### config.mk
export PLATFORM = sky130hd
export DESIGN_NAME = uart_tx_sched_flat
export DESIGN_NICKNAME = d
export VERILOG_FILES = /design/src/rtl/uart_pkg.sv /design/src/rtl/uart_tx_sched_if.sv /design/src/rtl/uart_rr_arbiter.sv /design/src/rtl/uart_tx_sched.sv /design/src/flat_wrapper.sv
export SDC_FILE = /design/constraint.sdc
export NUM_CORES = 1
export LEC_CHECK = 0
export CORE_MARGIN = 4
export CORE_UTILIZATION = 52
export CTS_BUF_LIST = sky130_fd_sc_hd__clkbuf_8
export CTS_CLUSTER_DIAMETER = 50
export CTS_CLUSTER_SIZE = 30
export DETAILED_ROUTE_END_ITERATION = 12
export MAX_ROUTING_LAYER = met4
export PLACE_DENSITY_LB_ADDON = 0.05
export SLEW_MARGIN = 20
export SYNTH_ARGS = -nofsm -noshare
export SYNTH_HDL_FRONTEND = slang
export SYNTH_HIERARCHICAL = 1
export SYNTH_SLANG_ARGS = --single-unit
### constraint.sdc
create_clock -name clk -period 1.9 [get_ports clk]
set_input_delay 0.38 -clock clk [delete_from_list [all_inputs] [get_ports clk]]
set_output_delay 0.38 -clock clk [all_outputs]
set_load 0.005 [all_outputs]
### src/rtl/uart_pkg.sv
// rtl/uart_pkg.sv - shared types, constants and helpers for the UART transmit path
package uart_pkg;

    typedef enum logic [1:0] {
        ST_IDLE = 2'd0,
        ST_SYNC = 2'd1,
        ST_DATA = 2'd2,
        ST_STOP = 2'd3
    } state_t;

    localparam logic LINE_IDLE  = 1'b1;
    localparam logic LINE_START = 1'b0;
    localparam logic LINE_STOP  = 1'b1;

    function automatic int gw_calc(input int n);
        return (n < 2) ? 1 : $clog2(n);
    endfunction

endpackage

### src/rtl/uart_tx_sched_if.sv
// rtl/uart_tx_sched_if.sv - requester handshake and serial line bundle for uart_tx_sched
interface uart_tx_sched_if #(
    parameter int NREQ   = 2,
    parameter int DWIDTH = 8,
    parameter int GW     = uart_pkg::gw_calc(NREQ)
);
    logic [NREQ-1:0]        i_req_valid;
    logic [NREQ*DWIDTH-1:0] i_req_data;
    logic [NREQ-1:0]        o_req_ready;
    logic [GW-1:0]          o_grant;
    logic                   o_busy;
    logic                   o_done;
    logic                   ot_tx;

    modport master (
        output i_req_valid, i_req_data,
        input  o_req_ready, o_grant, o_busy, o_done, ot_tx
    );

    modport slave (
        input  i_req_valid, i_req_data,
        output o_req_ready, o_grant, o_busy, o_done, ot_tx
    );
endinterface

### src/rtl/uart_rr_arbiter.sv
// rtl/uart_rr_arbiter.sv - combinational round-robin pick, first request above ptr with wrap
module uart_rr_arbiter #(
    parameter int NREQ = 2,
    parameter int GW   = 1
) (
    input  logic [NREQ-1:0] req,
    input  logic [GW-1:0]   ptr,
    output logic [NREQ-1:0] grant,
    output logic [GW-1:0]   idx,
    output logic            any
);
    always_comb begin
        idx   = '0;
        any   = 1'b0;
        grant = '0;
        // Lowest overall request is the wrap-around fallback; a request above ptr overrides it.
        for (int i = NREQ - 1; i >= 0; i--) begin
            if (req[GW'(i)]) begin
                idx = GW'(i);
                any = 1'b1;
            end
        end
        for (int i = NREQ - 1; i >= 0; i--) begin
            if (req[GW'(i)] && (GW'(i) > ptr)) begin
                idx = GW'(i);
            end
        end
        if (any) begin
            grant[idx] = 1'b1;
        end
    end
endmodule

### src/rtl/uart_tx_sched.sv
// rtl/uart_tx_sched.sv - round-robin shared UART transmitter, start + DWIDTH LSB-first + stop bits
module uart_tx_sched
    import uart_pkg::*;
#(
    parameter int NREQ      = 2,
    parameter int DWIDTH    = 8,
    parameter int STOP_BITS = 1
) (
    input  logic           clk,
    input  logic           rst,
    input  logic           baud_en,
    uart_tx_sched_if.slave bus
);
    localparam int GW = gw_calc(NREQ);
    localparam int BW = $clog2(DWIDTH + 1);

    state_t            state;
    logic [DWIDTH-1:0] shreg;
    logic [BW-1:0]     bit_cnt;
    logic [1:0]        stop_cnt;
    logic              tx_q;
    logic              busy_q;
    logic              done_q;
    logic [GW-1:0]     grant_q;
    logic [GW-1:0]     ptr;

    logic [NREQ-1:0]   win_onehot;
    logic [GW-1:0]     win_idx;
    logic              win_any;
    logic [DWIDTH-1:0] win_data;

    uart_rr_arbiter #(
        .NREQ (NREQ),
        .GW   (GW)
    ) u_arb (
        .req   (bus.i_req_valid),
        .ptr   (ptr),
        .grant (win_onehot),
        .idx   (win_idx),
        .any   (win_any)
    );

    assign win_data = bus.i_req_data[32'(win_idx) * DWIDTH +: DWIDTH];

    // Acceptance is Mealy so a requester sees ready in the same cycle it is chosen.
    assign bus.o_req_ready = (state == ST_IDLE && !rst) ? win_onehot : '0;
    assign bus.o_grant     = grant_q;
    assign bus.o_busy      = busy_q;
    assign bus.o_done      = done_q;
    assign bus.ot_tx       = tx_q;

    always_ff @(posedge clk) begin
        if (rst) begin
            state    <= ST_IDLE;
            shreg    <= '0;
            bit_cnt  <= '0;
            stop_cnt <= '0;
            tx_q     <= LINE_IDLE;
            busy_q   <= 1'b0;
            done_q   <= 1'b0;
            grant_q  <= '0;
            ptr      <= GW'(NREQ - 1);
        end else begin
            done_q <= 1'b0;
            case (state)
                ST_IDLE: begin
                    tx_q <= LINE_IDLE;
                    if (win_any) begin
                        shreg   <= win_data;
                        grant_q <= win_idx;
                        ptr     <= win_idx;
                        busy_q  <= 1'b1;
                        state   <= ST_SYNC;
                    end
                end
                ST_SYNC: begin
                    if (baud_en) begin
                        tx_q    <= LINE_START;
                        bit_cnt <= '0;
                        state   <= ST_DATA;
                    end
                end
                ST_DATA: begin
                    if (baud_en) begin
                        tx_q    <= shreg[0];
                        shreg   <= shreg >> 1;
                        bit_cnt <= bit_cnt + 1'b1;
                        if (bit_cnt == BW'(DWIDTH - 1)) begin
                            stop_cnt <= '0;
                            state    <= ST_STOP;
                        end
                    end
                end
                ST_STOP: begin
                    // stop_cnt counts stop periods already started; the frame ends once all are complete.
                    if (baud_en) begin
                        if (stop_cnt == 2'(STOP_BITS)) begin
                            busy_q <= 1'b0;
                            done_q <= 1'b1;
                            state  <= ST_IDLE;
                        end else begin
                            tx_q     <= LINE_STOP;
                            stop_cnt <= stop_cnt + 1'b1;
                        end
                    end
                end
                default: state <= ST_IDLE;
            endcase
        end
    end
endmodule

### src/flat_wrapper.sv
// flat-port wrapper written by rule: the top's interface ports become plain ports
module uart_tx_sched_flat import uart_pkg::*;
#(
    parameter int NREQ      = 2,
    parameter int DWIDTH    = 8,
    parameter int STOP_BITS = 1
)
  (clk, rst, baud_en, bus_i_req_valid, bus_i_req_data, bus_o_req_ready, bus_o_grant, bus_o_busy, bus_o_done, bus_ot_tx);
  uart_tx_sched_if #(.NREQ(NREQ), .DWIDTH(DWIDTH)) bus_i ();
  input  logic clk;
  input  logic rst;
  input  logic baud_en;
  input wire logic [$bits(bus_i.i_req_valid)-1:0] bus_i_req_valid;
  input wire logic [$bits(bus_i.i_req_data)-1:0] bus_i_req_data;
  output wire logic [$bits(bus_i.o_req_ready)-1:0] bus_o_req_ready;
  output wire logic [$bits(bus_i.o_grant)-1:0] bus_o_grant;
  output wire logic [$bits(bus_i.o_busy)-1:0] bus_o_busy;
  output wire logic [$bits(bus_i.o_done)-1:0] bus_o_done;
  output wire logic [$bits(bus_i.ot_tx)-1:0] bus_ot_tx;
  assign bus_i.i_req_valid = bus_i_req_valid;
  assign bus_i.i_req_data = bus_i_req_data;
  assign bus_o_req_ready = bus_i.o_req_ready;
  assign bus_o_grant = bus_i.o_grant;
  assign bus_o_busy = bus_i.o_busy;
  assign bus_o_done = bus_i.o_done;
  assign bus_ot_tx = bus_i.ot_tx;
  uart_tx_sched #(.NREQ(NREQ), .DWIDTH(DWIDTH), .STOP_BITS(STOP_BITS)) u_core (.clk(clk), .rst(rst), .baud_en(baud_en), .bus(bus_i));
endmodule
==> results.yml <==
yosys:
  postSynthAreaPerCell_sq_um: 8.432
  ys_warn_count: 6
  netlist_instances: 142
  synth_area_sq_um: 1197
place:
  port_buffers: 23
  hpwl_mm: 1.861
  dp_slack_ps: -14.41
  gp_congestion: 0.7709
cells_and_area:
  syn_to_final_growth_pct: 27.27
  antenna_cells: 0
  fillers: 196
  final_cell_mix: "clkdlybuf4s50_1 (22), mux2i_1 (19), dfxtp_1 (19), nand2_1 (15), nor2_1 (14)"
  regArea_sq_um: 401.6
  postLayoutCoreUtil_pct: 68.89
  final_nets: 197
  drive_gt1_share_pct: 10.18
  layout_commonest_cell: "clkdlybuf4s50_1"
  multi_input_area_sq_um: 704.4
sta:
  worst_hold_slack_ps: 463.5
  fin_crit_ps: 1711
  maxClockFrequency_ghz: 0.5846
  rsz0062_at_grt: "false"
  slew_viol_final: 0
  hold_viol_final: 0
  period_share_pct: 90.03
  finalSetupViolations: 0
  worst_slack_ps: 189.4
  finClkSkew_ps: 2.493
  final.setup.tns_ps: 0
clock_tree:
  clock_latency_ps: 250
  ctsHtreeMaxLevel: 1
  cts_tree: "built"
  clockRootBuffer: "clkbuf_8"
  cts.clk_slew.worst_paths_ps: 70
  numCtsBuffers: 3
  cts_setup_buffers: 0
  cts_buffer_depth: 2
  clock-sinks: 20
setup_path:
  slowest_stage: "dfxtp_1"
  cp-end-kind: "output pin"
  path_delay_family: "flip-flops"
  cp-start-kind: "register"
  worstSetupPathType: "register to output pin"
  reg2reg_to: "u_core/shreg[4]"
  critical_path_depth: 4
  arrival_ps: 1330
  cpPeakStageDelay_ps: 390
  crit_chain: "inv_2 > ha_1 > and3_1 > dlygate4sd2_1"
  rr_worst_depth: 8
  required_ps: 1520
  timing.critical_path.buf_inv: 2
  critPathMaxFanout: 5
  crit-reg2reg-launch: "u_core/state[0]"
  ff2ff_setup_slack_ps: 210
  endpoint: "bus_o_req_ready[0]"
  crit_start: "u_core/state[0]"
drt:
  ant_nets: 0
  dr.pass1.iters: 4
  wirelength_mm: 2.428
  avgViaCountPerCell: 5.205
  vias: 1015
  drc: 0
  post_drt_wl_per_cell_microns: 12.45
  drtIter0Drc: 16
die:
  initial_core_util_pct: 54.13
  core-area_sq_um: 2212
  dieArea_sq_um: 3134
  io_pins: 27
  die_y_microns: 55.99
  core.rowCount: 17
  die-width_microns: 55.99
global_route:
  grt_pass1_vias: 1002
  antenna_found_initial: 0
  grt_overflow: 0
  grt_pass1_wl_mm: 4.222
  grt_max_degree: 19
  grt_use_total_pct: 16.66
power:
  power.density_nw_per_um2: 1126
  ir_worst_vdd_v: 0.0007789
  p_total_mw: 1.715
  power.leakage_nw: 0.6399
outcome:
  status: "complete, no violations"
min_path:
  min_path_type: "register to register"
flow_run:
  max-cap-violations: 0
-- worst register-to-register path, cell delays in order, from the launching register on --
cell and delay, ps:
dfxtp_1 390, inv_2 80, ha_1 220, buf_4 160, nand2b_1 150, a22oi_2 200, buf_12 160, mux2i_1 190
nor2_1 50
-- timing repair --
action / in CTS / in global routing
resized for setup: 3 / 0
hold buffers: 0 / 0
endpoints found under the hold margin: 0 / 0
endpoints found under the setup margin: 1 / 0
-- flip-flops by register name, indices dropped and copies added, names as in the netlist --
register / cells
u_core/bus.o_busy: 1
u_core/bus.o_grant: 1
u_core/shreg: 8
u_core/bus.o_done: 1
u_core/state: 2
u_core/bus.ot_tx: 1
u_core/bit_cnt: 4
u_core/stop_cnt: 2
-- worst min path at each step --
stage / from / to / slack (ps) / cells past startpoint
floorplan: u_core/stop_cnt[1] / u_core/stop_cnt[1] / 450 / 2
global placement: u_core/bus.o_grant / u_core/bus.o_grant / 450 / 2
detailed placement: u_core/bus.o_grant / u_core/bus.o_grant / 460 / 2
CTS: u_core/bus.o_grant / u_core/bus.o_grant / 470 / 2
global route: u_core/bus.o_grant / u_core/bus.o_grant / 500 / 2
finish: u_core/bus.o_grant / u_core/bus.o_grant / 460 / 2
-- stage by stage --
step | instance area (sq um) | std cells
global route | 1524 | 195
CTS | 1524 | 195
finish | 1524 | 195
floorplan | 1205 | 144
global placement | 1469 | 191
detailed placement | 1469 | 191
-- power by group --
part | internal (mW) | total [mW] | switching [mW]
registers | 0.514 | 0.575 | 0.0604
logic | 0.416 | 0.823 | 0.407
clock network | 0.184 | 0.318 | 0.134
total | 1.11 | 1.72 | 0.601
-- routing by layer --
metal | track usage [%] | part of all wire (%)
met1 | 18.89 | 46
met2 | 27.88 | 48
met3 | 4.408 | 4.6
met4 | 6.441 | 1.2
met5 | - | 0
-- final cells by class --
class | count | area share, %
multi-input cells | 104 | 46.22
repair buffers | 30 | 19.29
clock buffers | 4 | 3.612
flip-flops and latches | 20 | 26.35
inverters | 9 | 2.217
well taps | 28 | 2.299
Power figures use the tool's default switching activity.
